<file path="src/rtl/wishbone_arbiter.sv">
// Two-master Wishbone arbiter in front of one shared slave.
// Round-robin on ties, one idle cycle per handover, stall timeout.
module wishbone_arbiter #(
  parameter int TIMEOUT = 64
) (
  input  logic        clk_i,
  input  logic        rst_i,
  input  logic        m0_cyc_i,
  input  logic        m0_stb_i,
  input  logic        m0_we_i,
  input  logic [31:0] m0_adr_i,
  input  logic [3:0]  m0_sel_i,
  input  logic [31:0] m0_dat_i,
  output logic [31:0] m0_dat_o,
  output logic        m0_ack_o,
  output logic        m0_err_o,
  output logic        m0_rty_o,
  input  logic        m1_cyc_i,
  input  logic        m1_stb_i,
  input  logic        m1_we_i,
  input  logic [31:0] m1_adr_i,
  input  logic [3:0]  m1_sel_i,
  input  logic [31:0] m1_dat_i,
  output logic [31:0] m1_dat_o,
  output logic        m1_ack_o,
  output logic        m1_err_o,
  output logic        m1_rty_o,
  output logic        s_cyc_o,
  output logic        s_stb_o,
  output logic        s_we_o,
  output logic [31:0] s_adr_o,
  output logic [3:0]  s_sel_o,
  output logic [31:0] s_dat_o,
  input  logic [31:0] s_dat_i,
  input  logic        s_ack_i,
  input  logic        s_err_i,
  input  logic        s_rty_i
);

  localparam int CW = $clog2(TIMEOUT + 1);
  localparam logic [CW-1:0] LIM = CW'(TIMEOUT - 1);

  typedef enum logic [1:0] {
    IDLE,
    OWN0,
    OWN1
  } state_t;

  state_t          r_state;
  state_t          w_next;
  logic            r_last;
  logic            r_to;
  logic [CW-1:0]   r_cnt;
  logic            w_tie;
  logic            w_term;
  logic            w_stall;

  assign w_tie   = m0_cyc_i & m1_cyc_i;
  assign w_term  = s_ack_i | s_err_i | s_rty_i;
  assign w_stall = s_cyc_o & s_stb_o & ~w_term;

  always_comb begin
    w_next = r_state;
    unique case (r_state)
      IDLE: begin
        if (w_tie)         w_next = r_last ? OWN0 : OWN1;
        else if (m0_cyc_i) w_next = OWN0;
        else if (m1_cyc_i) w_next = OWN1;
        else               w_next = IDLE;
      end
      OWN0:    if (!m0_cyc_i) w_next = IDLE;
      OWN1:    if (!m1_cyc_i) w_next = IDLE;
      default: w_next = IDLE;
    endcase
  end

  always_comb begin
    s_cyc_o  = 1'b0;
    s_stb_o  = 1'b0;
    s_we_o   = 1'b0;
    s_adr_o  = '0;
    s_sel_o  = '0;
    s_dat_o  = '0;
    m0_dat_o = '0;
    m0_ack_o = 1'b0;
    m0_err_o = 1'b0;
    m0_rty_o = 1'b0;
    m1_dat_o = '0;
    m1_ack_o = 1'b0;
    m1_err_o = 1'b0;
    m1_rty_o = 1'b0;
    if (r_state == OWN0) begin
      s_cyc_o  = m0_cyc_i & ~r_to;
      s_stb_o  = m0_stb_i & ~r_to;
      s_we_o   = m0_we_i;
      s_adr_o  = m0_adr_i;
      s_sel_o  = m0_sel_i;
      s_dat_o  = m0_dat_i;
      m0_dat_o = s_dat_i;
      m0_ack_o = s_ack_i;
      m0_err_o = s_err_i | r_to;
      m0_rty_o = s_rty_i;
    end else if (r_state == OWN1) begin
      s_cyc_o  = m1_cyc_i & ~r_to;
      s_stb_o  = m1_stb_i & ~r_to;
      s_we_o   = m1_we_i;
      s_adr_o  = m1_adr_i;
      s_sel_o  = m1_sel_i;
      s_dat_o  = m1_dat_i;
      m1_dat_o = s_dat_i;
      m1_ack_o = s_ack_i;
      m1_err_o = s_err_i | r_to;
      m1_rty_o = s_rty_i;
    end
  end

  // r_to marks the single forced-error cycle after TIMEOUT stalled strobes
  always_ff @(posedge clk_i) begin
    if (rst_i) begin
      r_state <= IDLE;
      r_last  <= 1'b1;
      r_cnt   <= '0;
      r_to    <= 1'b0;
    end else begin
      r_state <= w_next;
      if (r_state == IDLE && w_tie) r_last <= ~r_last;
      r_to <= 1'b0;
      if (!w_stall) begin
        r_cnt <= '0;
      end else if (r_cnt == LIM) begin
        r_cnt <= '0;
        r_to  <= 1'b1;
      end else begin
        r_cnt <= r_cnt + CW'(1);
      end
    end
  end

endmodule
</file>
<file path="config.mk">
export PLATFORM = sky130hd
export DESIGN_NAME = wishbone_arbiter
export DESIGN_NICKNAME = d
export VERILOG_FILES = /design/src/rtl/wishbone_arbiter.sv
export SDC_FILE = /design/constraint.sdc
export NUM_CORES = 1
export LEC_CHECK = 0
export ABC_CLOCK_PERIOD_IN_PS = 2100
export CAP_MARGIN = 40
export CORE_AREA = 2 2 126 128
export CTS_CLUSTER_DIAMETER = 30
export CTS_CLUSTER_SIZE = 10
export DETAILED_ROUTE_END_ITERATION = 8
export DIE_AREA = 0 0 128 130
export GPL_TIMING_DRIVEN = 0
export PLACE_DENSITY = 0.58
export SYNTH_ARGS = -nofsm -noshare
export SYNTH_HDL_FRONTEND = slang
export SYNTH_SLANG_ARGS = --single-unit
export TNS_END_PERCENT = 1
</file>
<file path="constraint.sdc">
create_clock -name clk_i -period 2.1 [get_ports clk_i]
set_input_delay 0.21 -clock clk_i [delete_from_list [all_inputs] [get_ports clk_i]]
set_output_delay 0.21 -clock clk_i [all_outputs]
set_load 0.1 [all_outputs]
</file>
==> results.md <==
* Number of flops mapped to enable cells by yosys at 0
* R2R cell count at 4
* Hold_buf cts at 0
* Rows at 46
* Hold_sp: r_cnt[6]
* Xor/xnor cell area share of the yosys netlist at 0.0205
* Area growth, synth to finish at 383%
* Initial Util at 0.111
* Placeable Area at 15400 um2
* Startpoint Class: flip-flop
* IO buf count at 319
* Fmax achieved at 455 MHz
* Synth top area cells: a22o_1 (35%), and2_1 (25%), dfxtp_1 (13%)
* Synth Register Bits at 11
* Synth area leader: a22o_1
* Worst VDD drop at 0.389 mV
* Synth Area in Compound Gates at 0.385
* Simple-gate share of the synthesized area at 0.365
* Total track usage at 0.180
* Unique masters post-synth at 31
* Setup violations, final at 5
* Post-Synth Adder-Cell Area at 0.00731
* R2R setup slack at 700 ps
* WL/cell at 18.8 um
* Final Critical Period at 2200 ps
* Rel. slew slack at 0.645
* FF-to-FF Start: r_cnt[0]
* Met2 global-route usage at 0.351
* Drc violations at 0
* Met1 GRT Util at 0.183
* Root buffer cell: clkbuf_16
* Vias in the first global route at 3955
* Vias per cell at 4.19
* Max Cap Viol at 0
* Maximum fanout along the worst path at 10
* WP data required at 1890 ps
* Crit end category: output port
* Async SR Flop Fraction at 0
* Detailed Routing Iterations Pass 1 at 4
* H-Tree Depth at 1
* Cell leakage power at 3.84 nW
* Clock Sinks at 11
* Actual slew at the worst max-slew pin at 528 ps
* Synth Area per Inst at 8.04 um2
* Fin crit share at 1.05
* Reg2reg end: r_cnt[3]
* DRT antenna net count at 0
* Layout cells sized above 1 at 0.313
* Clk_skew at 0.430 ps
* Total CTS buffers at 3
* Most Crowded Layer GR: met2
* Min Hold Slack at 460 ps
* Clock latency on the worst-skew pair at 240 ps
* Die height at 130 um
* Unrepaired setup endpoints after global routing: yes
* Antenna violations before repair at 0
* Worst-path clk slew at 40 ps
* Final setup margin at -98.3 ps
* Status: finished, violations left
* First-pass GRT wire length at 22.6 mm
* Fin util at 0.536
* I/O Pins at 320
* Top-area cell type share of the netlist area at 0.353
* Final net count at 859
* Main combinational cell family by area after synthesis: compound AO/OA/AOI/OAI gates
* Hold depth at 1
* Die Wd at 128 um
* Final RePlAce weighted congestion at 0.844
* Placed cell areas at 7770 um2
* WP data arrival at 1990 ps
* Post-Syn Instances at 213
* Main synth FF type: dfxtp_1
* PwrDens at 400 nW/um2
* Hold Path Sink: r_to
* Die footprint at 16600 um2
* Failing checks: negative setup slack
* Initial drt markers at 93
* Synth warnings at 0
* CTS tree: yes
* Longest Clk Path Bufs at 2
* Seq/Total Area, Yosys at 0.129
* Via count of the routed design at 3641
* Mapped Area at 1710 um2
* Crit path kind: reg -> out
* Final Hold Vio Count at 0
* Top-count cell post-synth: a22o_1
* Final Instance Area at 8270 um2
* M3 GR Usage at 0.0431
* Final Max Tran Viols at 0
* Power Total at 3.31 mW
* Routed WL at 16.4 mm
* Mux contribution to synthesized area at 0
* Grt total ovfl at 0
* Final TNS setup at -409 ps
* Largest net degree at the start of global routing at 11
* Syn Nets at 393
* Hold crit path type: reg -> reg
* Antenna diode count at 0
* Synth cell count leaders: a22o_1 (69), and2_1 (68), dfxtp_1 (11)
* Post-DP HPWL at 13.6 mm
## registers in the layout, summed over array words and instances (netlist names)
name and flops:
r_cnt 7, r_to 1, r_last 1, r_state 2
## metrics by stage
step,instances,setup slack (ps)
finish,870,-98.3
global route,870,-182
CTS,869,-181
detailed placement,865,-424
global placement,724,-782
floorplan,213,0.221
## critical path: stages (launching register included)
cell and delay (ps):
dfxtp_4 370, nor2b_4 200, buf_8 160, buf_6 150, a22o_1 140, clkdlybuf4s50_1 530, buf_12 180
## layout make-up
type / count / area [um2]
Tap cell: 192 / 240
Multi-Input combinational cell: 179 / 1340
Sequential cell: 11 / 229
Clock buffer: 4 / 78.8
Buffer: 23 / 230
Timing Repair Buffer: 461 / 6150
Fill cell: 1296 / 7160
## repair_timing
item,4_1_cts,5_1_grt
buffers inserted,2,2
setup endpoints to repair,139,80
resized for setup,259,106
## placed cells by master (no fill, tap or decap), types with 3 or more instances in the layout
cell type          n
a22o_1            68
and2_1            68
buf_12            99
buf_16            41
buf_2              7
buf_4             12
buf_6             10
buf_8              3
clkbuf_16          3
clkbuf_2          21
clkbuf_4           3
clkdlybuf4s15_1   34
clkdlybuf4s15_2    3
clkdlybuf4s50_1  185
dfxtp_1            8
dlygate4sd2_1     51
dlymetal6s2s_1    15
nor2_1             5
nor3_1             4
## worst max-delay path by stage
stage | start | endpoint | slack [ps] | cells past startpoint
floorplan | r_state[1] | s_stb_o | 0.2 | 3
global placement | r_state[1] | s_adr_o[9] | -780 | 5
detailed placement | r_state[1] | s_adr_o[9] | -420 | 6
CTS | r_state[1] | s_dat_o[7] | -180 | 6
global route | r_state[1] | s_dat_o[7] | -180 | 6
finish | r_state[1] | s_dat_o[7] | -100 | 6
## kinds of logic (layout without fill, tap and decap cells)
logic type | Yosys count | count (layout)
DFF | 11 | 11
xor gates and xnor gates | 4 | 4
AOI/OAI and AO/OA | 76 | 76
buffers and inverters | 23 | 488
adders and majority gates | 1 | 1
and+or+nand+nor | 98 | 98
## routing by layer
metal,vias up,routed length (um)
met2,228,8950
met3,47,1320
met5,-,0
li1,1725,-
met4,0,709
met1,1641,5400
## report_power, final
group	leakage [nW]	internal (mW)	switching [mW]	total (mW)
clock	0.0382	0.255	0.0902	0.345
sequential	0.0910	0.213	0.00673	0.220
combinational	3.71	1.21	1.53	2.74
total	3.84	1.68	1.63	3.31
Power figures use the tool's default switching activity.
==> variant: new RTL, same flow settings <==
Re-encode `state_t` (3 states) as one-hot, 3 bits wide.
--- a/src/rtl/wishbone_arbiter.sv
+++ b/src/rtl/wishbone_arbiter.sv
@@ -41,8 +41,8 @@
   localparam logic [CW-1:0] LIM = CW'(TIMEOUT - 1);
 
-  typedef enum logic [1:0] {
-    IDLE,
-    OWN0,
-    OWN1
+  typedef enum logic [2:0] {
+    IDLE = 3'b001,
+    OWN0 = 3'b010,
+    OWN1 = 3'b100
   } state_t;
 
Check against the original RTL: same outputs for any inputs over 4 cycles, from zero or initial values and one cycle with rst_i high; so few cycles prove little.
==> variant against the unedited design <==
The run still ends with negative setup slack left. Cell area about the same. Register-to-register slack improved by 0.06 ns. Clock skew is 0.0025 ns higher. Sequential share of layout area is 0.19 points higher. Wire length grew 2.8%. Combinational power down 47%. Synthesized area rose by 6.9%. Synthesized cell count is 6.6% higher. Count of clock-buffer cells in the layout stayed put. Sequential cell count up 1. Total power fell by 37%. Worst setup slack got worse by 0.17 ns. Die area is the same. Non-clock buffer count is 9 lower. Largest cell class unchanged. Largest power group unchanged.
==> variant: results (changes against the unedited design) <==
Status: finished, violations left (unchanged)
Failing checks: negative setup slack (unchanged)
# placed instances: 879 (was 865)
R2r worst-path depth: 5 (was 4)
Mapped Cells: 227 (was 213)
Mux cell area share after synthesis: 0.616% (was 0%)
Compound-Gate Fraction of Synth Area: 36.6% (was 38.5%)
Fin worst setup slack: -0.266 ns (was -0.0983 ns)
Seq/Total Area, Yosys: 13.1% (was 12.9%)
Worst hold path depth: 2 (was 1)
P_leak: 3.82 nW (was 3.84 nW)
Switch Pwr: 845 uW (was 1.63 mW)
Synth top cells by count: a22o_1 (70), and2_1 (68), dfxtp_1 (12) (was a22o_1 (69), and2_1 (68), dfxtp_1 (11))
VDD IR max: 0.268 mV (was 0.389 mV)
Layout cells sized above 1: 40.0% (was 31.3%)
Top Registers: r_cnt: 7 flops, r_state: 3 flops (was r_cnt: 7 flops, r_state: 2 flops)
Fin cells: 874 (was 870)
Slew margin rel.: 81.4% (was 64.5%)
Final WL: 16,800 um (was 16,400 um)
Placed wire-length estimate: 14,300 um (was 13,600 um)
Setup Viol. Count Final: 20 (was 5)
Gp weighted congestion: 0.766 (was 0.844)
XOR/XNOR Fraction of Synth Area: 2.39% (was 2.05%)
Adder-Cell Fraction of Synth Area: 0.684% (was 0.731%)
Iteration-0 DRC Markers: 86 (was 93)
M1 WL: 5800 um (was 5400 um)
Crit-path max FO: 4 (was 10)
Hold EP: r_cnt[6]$_SDFF_PP0_ (was r_to$_SDFF_PP0_)
CP arrival: 2.16 ns (was 1.99 ns)
-- variant: cell types whose count changed after synthesis, moves of 3 or more --
| cell | unedited run | this run |
|---|---|---|
| buf_2 | 5 | 11 |
| nor3_1 | 4 | 1 |
| nor3_2 | 0 | 3 |
| buf_4 | 10 | 1 |
| buf_6 | 4 | 7 |
-- variant: cell type report --
type	instances	area, um2
multi-input cells	190	1450
fillers	1255	7150
plain buffers	24	260
repair buffers	451	5980
flip-flops and latches	12	245
well taps	192	240
clock buffers	4	88.8
inverters	1	3.75
-- variant: cells by family after synthesis --
logic type / Yosys count
AOI/OAI and AO/OA: 78
xor gates and xnor gates: 5
adders and majority gates: 1
buffers and inverters: 25
DFF: 12
muxes: 1
and+or+nand+nor: 105
-- variant: through the flow --
| step | hold slack [ns] | power, mW | worst slack, ns | area [um2] | setup TNS [ns] |
|---|---|---|---|---|---|
| floorplan | 0.285 | 0.864 | -0.122 | 1840 | -0.122 |
| global placement | 0.449 | 1.37 | -0.993 | 5280 | -100.46 |
| detailed placement | 0.456 | 1.69 | -0.616 | 8090 | -48.13 |
| CTS | 0.461 | 2.10 | -0.376 | 8530 | -12.19 |
| global route | 0.516 | 2.16 | -0.382 | 8270 | -5.46 |
| finish | 0.480 | 2.09 | -0.266 | 8270 | -3.52 |
-- variant: repair_timing --
action,4_1_cts,5_1_grt
pin swaps,0,0
resized for setup,266,175
setup buffers,1,0
setup endpoints to repair,141,138
-- variant: worst min-delay path, delay by kind of cell, from the launching register on --
kind	cells	cell delay [ns]
flops	1	0.31
simple gates	2	0.12
-- variant: worst max path at each step --
| stage | endpoint | slack [ns] | cells after the start |
|---|---|---|---|
| 5_1_grt | s_cyc_o | -0.38 | 6 |
| 3_3_place_gp | s_adr_o[22] | -0.99 | 6 |
| 4_1_cts | s_dat_o[9] | -0.38 | 7 |
| 3_5_place_dp | s_adr_o[21] | -0.62 | 7 |
| 2_1_floorplan | s_cyc_o | -0.12 | 3 |
| 6_report | s_cyc_o | -0.27 | 6 |
-- variant: routing by layer --
metal	vias to the layer above	GRT usage (%)
met5	-	0
met4	0	4.85
met3	42	4.47
met2	195	36.5
met1	1798	19.2
li1	1751	-
-- variant: power groups by stage --
stage | Sequential, mW | Combinational (mW) | Clock, mW
2_1_floorplan | 0.246 | 0.618 | 0
3_3_place_gp | 0.247 | 1.13 | 0
3_5_place_dp | 0.247 | 1.44 | 0
4_1_cts | 0.243 | 1.47 | 0.392
5_1_grt | 0.244 | 1.50 | 0.413
6_report | 0.244 | 1.46 | 0.385
